`src/rtl/cu_pkg.sv`:
```
// Shared opcode, state and ALU-select encodings plus the control-word payload for control_unit.
package cu_pkg;

    localparam int unsigned IR_W    = 16;
    localparam int unsigned OPC_W   = 4;
    localparam int unsigned STATE_W = 4;
    localparam int unsigned ALU_W   = 3;
    localparam int unsigned RA_W    = 4;

    localparam logic [OPC_W-1:0] OP_NOOP  = 4'd0;
    localparam logic [OPC_W-1:0] OP_STORE = 4'd1;
    localparam logic [OPC_W-1:0] OP_LOAD  = 4'd2;
    localparam logic [OPC_W-1:0] OP_ADD   = 4'd3;
    localparam logic [OPC_W-1:0] OP_SUB   = 4'd4;
    localparam logic [OPC_W-1:0] OP_HALT  = 4'd5;

    typedef enum logic [STATE_W-1:0] {
        ST_INIT   = 4'd0,
        ST_FETCH  = 4'd1,
        ST_DECODE = 4'd2,
        ST_NOOP   = 4'd3,
        ST_LOAD_A = 4'd4,
        ST_LOAD_B = 4'd5,
        ST_STORE  = 4'd6,
        ST_ADD    = 4'd7,
        ST_SUB    = 4'd8,
        ST_HALT   = 4'd9
    } state_t;

    localparam logic [ALU_W-1:0] ALU_PASS = 3'd0;
    localparam logic [ALU_W-1:0] ALU_ADD  = 3'd1;
    localparam logic [ALU_W-1:0] ALU_SUB  = 3'd2;

    // Registered datapath controls that depend on the state
    typedef struct packed {
        logic             d_wr;
        logic             rf_s;
        logic             rf_w_en;
        logic [RA_W-1:0]  ra;
        logic [RA_W-1:0]  rb;
        logic [ALU_W-1:0] alu;
        logic             halted;
    } ctrl_t;

    function automatic logic [OPC_W-1:0] opcode(input logic [IR_W-1:0] ir);
        return ir[15:12];
    endfunction

endpackage

```
`src/rtl/control_unit_if.sv`:
```
// ROM fetch, datapath control and observation bundle between control_unit and its neighbours.
interface control_unit_if #(parameter int unsigned PC_W = 5);
    logic [15:0]     Instr_In;
    logic [PC_W-1:0] PC_Out;
    logic [15:0]     IR_Out;
    logic [3:0]      StateO;
    logic [7:0]      D_Addr;
    logic            D_Wr;
    logic            RF_s;
    logic [3:0]      RF_W_Addr;
    logic            RF_W_En;
    logic [3:0]      RF_Ra_Addr;
    logic [3:0]      RF_Rb_Addr;
    logic [2:0]      ALU_s0;
    logic            Halted;
    logic            Illegal;

    modport master (
        input  Instr_In,
        output PC_Out, IR_Out, StateO, D_Addr, D_Wr, RF_s, RF_W_Addr, RF_W_En,
               RF_Ra_Addr, RF_Rb_Addr, ALU_s0, Halted, Illegal
    );

    modport slave (
        output Instr_In,
        input  PC_Out, IR_Out, StateO, D_Addr, D_Wr, RF_s, RF_W_Addr, RF_W_En,
               RF_Ra_Addr, RF_Rb_Addr, ALU_s0, Halted, Illegal
    );
endinterface

```
`src/rtl/program_counter.sv`:
```
// PC_W-bit program counter: synchronous clear has priority over increment; wraps silently.
module program_counter #(
    parameter int unsigned PC_W = 5
) (
    input  logic            clk,
    input  logic            clr,
    input  logic            inc,
    output logic [PC_W-1:0] pc
);

    always_ff @(posedge clk) begin
        if (clr) begin
            pc <= '0;
        end else if (inc) begin
            pc <= pc + PC_W'(1);
        end
    end

endmodule

```
`src/rtl/control_unit.sv`:
```
// Fetch/decode/execute sequencer: PC, IR and Moore datapath controls.
// Optional: define CU_ILLEGAL_TRAP_EN to trap opcodes 6-15 into HALT with Illegal set.
module control_unit
    import cu_pkg::*;
#(
    parameter int unsigned PC_W = 5
) (
    input  logic           Clk,
    input  logic           Reset,
    control_unit_if.master bus
);

    state_t          state, state_nxt;
    logic [IR_W-1:0] ir, ir_nxt;
    ctrl_t           ctrl, ctrl_nxt;
    logic            illegal, illegal_nxt;
    logic [PC_W-1:0] pc;
    logic            pc_clr, pc_inc;

    assign pc_clr = Reset || (state == ST_INIT);
    assign pc_inc = (state == ST_FETCH);

    program_counter #(.PC_W(PC_W)) u_pc (
        .clk (Clk),
        .clr (pc_clr),
        .inc (pc_inc),
        .pc  (pc)
    );

    // State register; controls are registered from the next state so they stay Moore
    always_ff @(posedge Clk) begin
        if (Reset) begin
            state   <= ST_INIT;
            ir      <= '0;
            ctrl    <= '0;
            illegal <= 1'b0;
        end else begin
            state   <= state_nxt;
            ir      <= ir_nxt;
            ctrl    <= ctrl_nxt;
            illegal <= illegal_nxt;
        end
    end

    // Next-state and IR capture
    always_comb begin
        state_nxt   = state;
        illegal_nxt = illegal;
        ir_nxt      = (state == ST_FETCH) ? bus.Instr_In : ir;
        unique case (state)
            ST_INIT:   state_nxt = ST_FETCH;
            ST_FETCH:  state_nxt = ST_DECODE;
            ST_DECODE: begin
                unique case (opcode(ir))
                    OP_NOOP:  state_nxt = ST_NOOP;
                    OP_STORE: state_nxt = ST_STORE;
                    OP_LOAD:  state_nxt = ST_LOAD_A;
                    OP_ADD:   state_nxt = ST_ADD;
                    OP_SUB:   state_nxt = ST_SUB;
                    OP_HALT:  state_nxt = ST_HALT;
                    default: begin
`ifdef CU_ILLEGAL_TRAP_EN
                        state_nxt   = ST_HALT;
                        illegal_nxt = 1'b1;
`else
                        state_nxt   = ST_NOOP;
`endif
                    end
                endcase
            end
            ST_LOAD_A: state_nxt = ST_LOAD_B;
            ST_NOOP, ST_LOAD_B, ST_STORE, ST_ADD, ST_SUB: state_nxt = ST_FETCH;
            ST_HALT:   state_nxt = ST_HALT;
            default:   state_nxt = ST_INIT;
        endcase
    end

    // Control decode for the state being entered
    always_comb begin
        ctrl_nxt = '0;
        unique case (state_nxt)
            ST_LOAD_A: ctrl_nxt.rf_s = 1'b1;
            ST_LOAD_B: begin
                ctrl_nxt.rf_s    = 1'b1;
                ctrl_nxt.rf_w_en = 1'b1;
            end
            ST_STORE: begin
                ctrl_nxt.ra   = ir_nxt[3:0];
                ctrl_nxt.d_wr = 1'b1;
            end
            ST_ADD, ST_SUB: begin
                ctrl_nxt.ra      = ir_nxt[11:8];
                ctrl_nxt.rb      = ir_nxt[7:4];
                ctrl_nxt.alu     = (state_nxt == ST_ADD) ? ALU_ADD : ALU_SUB;
                ctrl_nxt.rf_w_en = 1'b1;
            end
            ST_HALT:   ctrl_nxt.halted = 1'b1;
            default:   ctrl_nxt = '0;
        endcase
    end

    assign bus.PC_Out     = pc;
    assign bus.IR_Out     = ir;
    assign bus.StateO     = state;
    assign bus.D_Addr     = ir[11:4];
    assign bus.RF_W_Addr  = ir[3:0];
    assign bus.D_Wr       = ctrl.d_wr;
    assign bus.RF_s       = ctrl.rf_s;
    assign bus.RF_W_En    = ctrl.rf_w_en;
    assign bus.RF_Ra_Addr = ctrl.ra;
    assign bus.RF_Rb_Addr = ctrl.rb;
    assign bus.ALU_s0     = ctrl.alu;
    assign bus.Halted     = ctrl.halted;
    assign bus.Illegal    = illegal;

endmodule

```
`src/flat_wrapper.sv`:
```
// flat-port wrapper written by rule: the top's interface ports become plain ports
module control_unit_flat import cu_pkg::*;
#(
    parameter int unsigned PC_W = 5
)
  (Clk, Reset, bus_Instr_In, bus_PC_Out, bus_IR_Out, bus_StateO, bus_D_Addr, bus_D_Wr, bus_RF_s, bus_RF_W_Addr, bus_RF_W_En, bus_RF_Ra_Addr, bus_RF_Rb_Addr, bus_ALU_s0, bus_Halted, bus_Illegal);
  control_unit_if #(.PC_W(PC_W)) bus_i ();
  input  logic Clk;
  input  logic Reset;
  input wire logic [$bits(bus_i.Instr_In)-1:0] bus_Instr_In;
  output wire logic [$bits(bus_i.PC_Out)-1:0] bus_PC_Out;
  output wire logic [$bits(bus_i.IR_Out)-1:0] bus_IR_Out;
  output wire logic [$bits(bus_i.StateO)-1:0] bus_StateO;
  output wire logic [$bits(bus_i.D_Addr)-1:0] bus_D_Addr;
  output wire logic [$bits(bus_i.D_Wr)-1:0] bus_D_Wr;
  output wire logic [$bits(bus_i.RF_s)-1:0] bus_RF_s;
  output wire logic [$bits(bus_i.RF_W_Addr)-1:0] bus_RF_W_Addr;
  output wire logic [$bits(bus_i.RF_W_En)-1:0] bus_RF_W_En;
  output wire logic [$bits(bus_i.RF_Ra_Addr)-1:0] bus_RF_Ra_Addr;
  output wire logic [$bits(bus_i.RF_Rb_Addr)-1:0] bus_RF_Rb_Addr;
  output wire logic [$bits(bus_i.ALU_s0)-1:0] bus_ALU_s0;
  output wire logic [$bits(bus_i.Halted)-1:0] bus_Halted;
  output wire logic [$bits(bus_i.Illegal)-1:0] bus_Illegal;
  assign bus_i.Instr_In = bus_Instr_In;
  assign bus_PC_Out = bus_i.PC_Out;
  assign bus_IR_Out = bus_i.IR_Out;
  assign bus_StateO = bus_i.StateO;
  assign bus_D_Addr = bus_i.D_Addr;
  assign bus_D_Wr = bus_i.D_Wr;
  assign bus_RF_s = bus_i.RF_s;
  assign bus_RF_W_Addr = bus_i.RF_W_Addr;
  assign bus_RF_W_En = bus_i.RF_W_En;
  assign bus_RF_Ra_Addr = bus_i.RF_Ra_Addr;
  assign bus_RF_Rb_Addr = bus_i.RF_Rb_Addr;
  assign bus_ALU_s0 = bus_i.ALU_s0;
  assign bus_Halted = bus_i.Halted;
  assign bus_Illegal = bus_i.Illegal;
  control_unit #(.PC_W(PC_W)) u_core (.Clk(Clk), .Reset(Reset), .bus(bus_i));
endmodule
```
`config.mk`:
```
export PLATFORM = sky130hd
export DESIGN_NAME = control_unit_flat
export DESIGN_NICKNAME = d
export VERILOG_FILES = /design/src/rtl/cu_pkg.sv /design/src/rtl/control_unit_if.sv /design/src/rtl/program_counter.sv /design/src/rtl/control_unit.sv /design/src/flat_wrapper.sv
export SDC_FILE = /design/constraint.sdc
export NUM_CORES = 1
export LEC_CHECK = 0
export CORE_AREA = 2 2 72 81
export CTS_BUF_LIST = sky130_fd_sc_hd__clkbuf_8 sky130_fd_sc_hd__clkbuf_16
export CTS_CLUSTER_DIAMETER = 80
export DETAILED_ROUTE_END_ITERATION = 10
export DIE_AREA = 0 0 74 83
export DONT_BUFFER_PORTS = 1
export PLACE_DENSITY = 0.47
export SLEW_MARGIN = 0
export SYNTH_ARGS = -nofsm -noshare
export SYNTH_HDL_FRONTEND = slang
export SYNTH_HIERARCHICAL = 1
export SYNTH_SLANG_ARGS = --single-unit
```
`constraint.sdc`:
```
create_clock -name Clk -period 2.42 [get_ports Clk]
set_clock_uncertainty 0.1 [all_clocks]
set_input_delay 0.484 -clock Clk [delete_from_list [all_inputs] [get_ports Clk]]
set_output_delay 0.484 -clock Clk [all_outputs]
set_load 0.02 [all_outputs]
```
==> metrics.yaml <==
status:
  outcome: "finished, final reports clean"
floorplan:
  die-width_um: 74
  floorplan.core_area_um2: 5290
  num_rows: 28
  floorplan.io_pins: 71
  total_die_area_um2: 6140
  floorplan.initialDensity_pct: 34.2
  fp.dieH_um: 83
route:
  detail_route.first_pass.iterations: 4
  detail_route.wl_per_cell_um: 15.0
  drc_errors: 0
  route.vias.total: 1275
  route.final.wire_length_mm: 3.82
  antenna_violating_nets_post_route: 0
  drtIter0Drc: 44
  routed_via_density: 5.02
timing:
  finalCriticalPeriod_ns: 2.00
  timing.hold.ws_ns: 0.158
  final-setup-viol-count: 0
  rsz0062_at_grt: "no"
  setup_slack_ns: 0.423
  setup_tns_ns: 0
  worstMarginPinSlew_ns: 0.518
  highest_clock_rate_mhz: 501
  finalCritPeriodShare_pct: 82.5
  timing.final.max_slew_violations: 0
  report.final.hold_viol_count: 0
  timing.slew.headroom_pct: 65.1
place:
  place.detailed.hpwl_mm: 2.87
  preCtsSetupSlack_ns: 0.443
  portBuffers: 0
  placedCellCount: 246
  placedInstanceArea_um2: 1790
  gp_congestion: 0.763
worst_setup_path:
  regToRegEndpoint: "u_core/bus.RF_W_En"
  timing.critical_path.required_ns: 2.53
  regToRegSetupSlack_ns: 0.42
  arrival_ns: 2.11
  timing.critical_path.from_type: "flop"
  worst_setup_path_end_kind: "flop"
  critical_path.reg2reg.startpoint: "u_core/bus.StateO[2]"
  cell_type_group_with_the_largest_total_delay_on_the_critical_path: "simple AND/OR/NAND/NOR gates"
  worst_setup_path_category: "reg2reg"
  critical_path_slowest_stage_cell: "or4b_1"
  cp.buffers_inverters: 1
  timing.critical_path.cells: "or4b_1 > buf_4 > o31a_2 > o21ai_2 > mux2i_1"
  worstPathMaxFanout: 9
  worstRegToRegCells: 5
  cp_slowest_stage_delay_ns: 0.65
synth:
  synth_flop_cell: "dfxtp_1"
  synth_cells: 184
  netlist.top_cell.by_area: "dfxtp_1"
  yosys-top-cells-area: "dfxtp_1 (43%), buf_4 (6.2%), nor2b_1 (3.8%)"
  yosys_warnings: 6
  sequential_element_share_of_the_synthesized_area_pct: 43.1
  syn_area_per_cell_um2: 9.84
  number_of_distinct_library_cell_variants_in_the_gate_level_netlist_after_synthesis: 49
  yosys_register_bits: 39
  synthArstFlopShare_pct: 0
  synth_largest_type_area_fraction_pct: 43.1
  number_of_flops_mapped_to_enable_cells_by_yosys: 0
  synthesis.area_um2: 1810
cells_and_area:
  area.growth.synth_to_final_pct: 4.35
  antenna_cells: 0
  drive_above_1_share_pct: 22.3
  num-nets-final: 197
  post-route-cell-area_um2: 1890
  layout.filler_cells: 564
  total_area_of_multi_input_combinational_cells_um2: 851
  finalNonFillerCells: 254
  sequential_cell_area_um2: 781
global_routing:
  first_pass_grt_wire_length_mm: 6.09
  pin_count_of_the_biggest_net_entering_global_routing: 27
  gr-usage-all-layers_pct: 12.9
  antenna_found_initial: 0
  global_route.overflow_total: 0
  number_of_global_route_vias_before_repair: 1219
min_path:
  timing.hold.worst.class: "in2reg"
  whs_endpoint: "u_core/bus.IR_Out[4]"
  hp-start: "Reset"
  cell_depth_of_the_worst_min_delay_path: 1
cts:
  ctsRootBufferMaster: "clkbuf_8"
  cts.sink_count: 39
  tritoncts: "done"
  cts_resizes: 0
  cts.clk_slew.worst_paths_ns: 0.07
  clkLatencyLatePin_ns: 0.28
  cts.path.max_buffers: 2
  cts_htree_levels: 2
  cts.hold.buffers_added: 0
  cts_post_setup_buffers_inserted: 0
  cts-buffers-inserted: 5
power_and_ir_drop:
  max-vdd-ir-drop_mv: 0.236
  power_per_cell_area_nw_per_um2: 871
  cellLeakagePower_uw: 0.000750
flow_run:
  drv_cap: 0
[stage by stage]
| stage | total power (uW) | util [%] |
|---|---|---|
| 6_report | 1650 | 35.7 |
| 5_1_grt | 1750 | 35.7 |
| 4_1_cts | 1670 | 35.7 |
| 3_5_place_dp | 1200 | 33.8 |
| 3_3_place_gp | 1190 | 33.8 |
| 2_1_floorplan | 1190 | - |
[placed cells by master (no fill, tap or decap), types with 2 or more instances in the layout]
master and n:
nand3_1 9, o211ai_1 4, nand2_1 13, nand4_2 2
a21oi_1 5, buf_4 6, mux2_4 2, and4b_1 2
o21ai_0 4, nor2b_1 11, nor2_1 9, or3b_2 2
xnor2_1 2, mux2i_1 6, clkbuf_8 7, mux2_2 4
dfxtp_1 39, conb_1 2, o21ai_2 2, a21oi_2 4
inv_1 3, a21boi_1 3, nand2b_1 10, nand2_2 3
nand4_1 4
[Yosys cell counts (2+ instances only)]
| cell type | number |
|---|---|
| dfxtp_1 | 39 |
| buf_4 | 15 |
| nand2_1 | 13 |
| nor2b_1 | 11 |
| nand2b_1 | 10 |
| nand3_1 | 9 |
| nor2_1 | 9 |
| mux2i_1 | 6 |
| a21oi_1 | 5 |
| a21oi_2 | 4 |
| mux2_2 | 4 |
| nand4_1 | 4 |
| o211ai_1 | 4 |
| o21ai_0 | 4 |
| a21boi_1 | 3 |
| nand2_2 | 3 |
| and4b_1 | 2 |
| buf_6 | 2 |
| inv_1 | 2 |
| mux2_4 | 2 |
| nand4_2 | 2 |
| o21ai_2 | 2 |
| or3b_2 | 2 |
| xnor2_1 | 2 |
[worst register-to-register path, delay by kind of cell, from the launching register on]
kind / cells / cell delay (ns)
buffers and inverters: 1 / 0.23
AND/OR/NAND/NOR: 1 / 0.65
flip-flops: 1 / 0.31
multiplexers: 1 / 0.21
AO/OA/AOI/OAI: 2 / 0.42
[metal layers]
layer	vias up	routed length (um)	global-route usage [%]
li1	613	-	-
met1	609	1470	13.8
met2	44	1940	21.2
met3	9	345	6.31
met4	0	74	5.29
met5	-	0	0
[logic make-up after synthesis]
logic type | Yosys count | share of synthesized area (%)
mux | 12 | 7.46
simple gates | 75 | 24.6
fa+ha+maj | 1 | 0.691
other cells | 1 | 0.207
compound gates | 31 | 12.9
flops | 39 | 43.1
xor+xnor | 2 | 0.968
buf+inv | 23 | 10.1
[power breakdown]
part | switching (uW) | internal, uW
Clock | 207 | 256
Combinational | 223 | 140
Sequential | 128 | 691
Total | 559 | 1090
[layout make-up]
cell class	count	area share, %
flip-flops and latches	39	41.3
clock buffers	7	5.10
well taps	75	4.97
multi-input cells	123	45.0
repair buffers	6	2.38
inverters	3	0.993
clock inverters	1	0.199
[how the worst max path moves through the flow]
stage	start	end	slack, ns	depth (start not counted)
2_1_floorplan	u_core/bus.StateO[0]	u_core/u_pc/pc[4]	0.31	8
3_3_place_gp	u_core/bus.StateO[2]	u_core/bus.RF_W_En	0.50	5
3_5_place_dp	u_core/bus.StateO[2]	u_core/bus.RF_W_En	0.44	5
4_1_cts	u_core/bus.StateO[2]	u_core/bus.RF_W_En	0.42	5
5_1_grt	u_core/bus.StateO[2]	u_core/bus.RF_W_En	0.31	5
6_report	u_core/bus.StateO[2]	u_core/bus.RF_W_En	0.42	5
[state kept, by name, indices dropped and copies added (netlist names)]
name,flops
u_core/bus.RF_Ra_Addr,4
u_core/bus.ALU_s0,2
u_core/bus.D_Wr,1
u_core/bus.StateO,4
u_core/u_pc/pc,5
u_core/bus.RF_Rb_Addr,4
u_core/bus.RF_W_En,1
u_core/bus.IR_Out,16
u_core/bus.Halted,1
u_core/bus.RF_s,1
(Power assumes the default switching activity.)
==> RTL edit (config.mk and constraints unchanged) <==
`PC_W` is set to 5 in 4 places; all go to 10.
--- a/src/rtl/control_unit_if.sv
+++ b/src/rtl/control_unit_if.sv
@@ -1,4 +1,4 @@
 // ROM fetch, datapath control and observation bundle between control_unit and its neighbours.
-interface control_unit_if #(parameter int unsigned PC_W = 5);
+interface control_unit_if #(parameter int unsigned PC_W = 10);
     logic [15:0]     Instr_In;
     logic [PC_W-1:0] PC_Out;
--- a/src/rtl/program_counter.sv
+++ b/src/rtl/program_counter.sv
@@ -1,5 +1,5 @@
 // PC_W-bit program counter: synchronous clear has priority over increment; wraps silently.
 module program_counter #(
-    parameter int unsigned PC_W = 5
+    parameter int unsigned PC_W = 10
 ) (
     input  logic            clk,
--- a/src/rtl/control_unit.sv
+++ b/src/rtl/control_unit.sv
@@ -4,5 +4,5 @@
     import cu_pkg::*;
 #(
-    parameter int unsigned PC_W = 5
+    parameter int unsigned PC_W = 10
 ) (
     input  logic           Clk,
--- a/src/flat_wrapper.sv
+++ b/src/flat_wrapper.sv
@@ -2,5 +2,5 @@
 module control_unit_flat import cu_pkg::*;
 #(
-    parameter int unsigned PC_W = 5
+    parameter int unsigned PC_W = 10
 )
   (Clk, Reset, bus_Instr_In, bus_PC_Out, bus_IR_Out, bus_StateO, bus_D_Addr, bus_D_Wr, bus_RF_s, bus_RF_W_Addr, bus_RF_W_En, bus_RF_Ra_Addr, bus_RF_Rb_Addr, bus_ALU_s0, bus_Halted, bus_Illegal);
Interface: changed (resized bus_PC_Out); port bits go from 71 to 76. The function was not compared with the original's and may differ.
==> RTL edit against the original RTL <==
- cell count increased by 11%
- cell area is 11% higher
- power increased by 6.7%
- area after synthesis is 11% higher
- wire length is 19% higher
- sequential cell count is 5 higher
- setup slack worse by 0.14 ns
- critical path type unchanged
==> RTL edit: results (changes against the original RTL) <==
metric,value,unit,change
place_ws,0.2888,ns,was 0.4426 ns
grtUsageMet1,0.1830,,was 0.1377
nonClockInverterCount,5,,was 3
sh_seq_area,0.4216,,was 0.4132
multi_input_gates,142,,was 123
seq_cells,44,,was 39
wl_met1,1956,um,was 1466 um
ir_drop,353.4,uV,was 236.0 uV
via_per_inst,5.316,,was 5.020
clk_pin_slew_worst_paths,0.09,ns,was 0.07 ns
met3_wirelength,328,um,was 345 um
signal_buffers,8,,was 6
grt_pass1_vias,1415,,was 1219
hold_ws,0.1547,ns,was 0.1581 ns
fill_cells,521,,was 564
synth.distinct_cells,50,,was 49
multi_input_area_share,0.4474,,was 0.4503
detailroute.via_count,1499,,was 1275
clock_buffers,6,,was 7
met2_usage,0.2281,,was 0.2119
drive_gt1_frac,0.1981,,was 0.2235
final-nonclk-buf-share,0.02871,,was 0.02384
worstSetupEndpoint,u_core/u_pc/pc[9]$_SDFFE_PP0P_,,was u_core/bus.RF_W_En$_SDFF_PP0_
utilization,0.3955,,was 0.3571
groute.usage.overall,0.1494,,was 0.1289
fin_nets,225,,was 197
synth.area.top_cells,"dfxtp_1 44%, buf_4 6.0%, nand2b_1 3.1%",,"was dfxtp_1 43%, buf_4 6.2%, nor2b_1 3.8%"
avgRoutedWirePerCell,16.08,um,was 15.05 um
use_met3,0.05947,,was 0.06311
power.leakage,0.7661,nW,was 0.7497 nW
ys_seq_area_frac,0.4397,,was 0.4312
netlist_top_cells_count,"44 x dfxtp_1, 16 x buf_4, 16 x nand2_1",,"was 39 x dfxtp_1, 15 x buf_4, 13 x nand2_1"
relSlewSlack,0.6445,,was 0.6512
htreeDepth,2,,unchanged
setup_ws,0.2811,ns,was 0.4232 ns
status,finished clean,,unchanged
dp.cells,274,,was 246
grt_pass1_wl,7203,um,was 6085 um
post_dp_cell_area,1998,um2,was 1789 um2
first_iter_violations,103,,was 44
met2_length,2197,um,was 1936 um
worstPathArrival,2.22,ns,was 2.11 ns
cp_max_fo,13,,was 9
gp_congestion,0.8138,,was 0.7630
crit_slowest_cell,or4b_1,,unchanged
-- RTL edit: changes by cell type after synthesis, moves of 3 or more --
cell	change
dfxtp_1	+5
a21oi_1	+3
nand2_1	+3
nand4_1	+3
-- RTL edit: cells by family (layout without fill, tap and decap cells) --
kind of cell	Yosys count	after routing	share of synthesized area
and+or+nand+nor	86	86	0.2461
DFF	44	44	0.4397
AOI/OAI and AO/OA	37	37	0.1312
buffers and inverters	26	21	0.09494
muxes	11	11	0.05809
xor gates and xnor gates	5	5	0.02187
adders and majority gates	1	1	0.006245
other	1	2	0.001872
-- RTL edit: report_power, final --
group / switching [mW] / internal [mW]
logic: 0.234 / 0.148
clock network: 0.251 / 0.228
registers: 0.123 / 0.774
-- RTL edit: worst register-to-register path: cells and delay by family, from the launching register on --
family,cells,cell delay (ns)
muxes,1,0.37
and+or+nand+nor,3,1.09
buffers and inverters,1,0.16
DFF,1,0.31
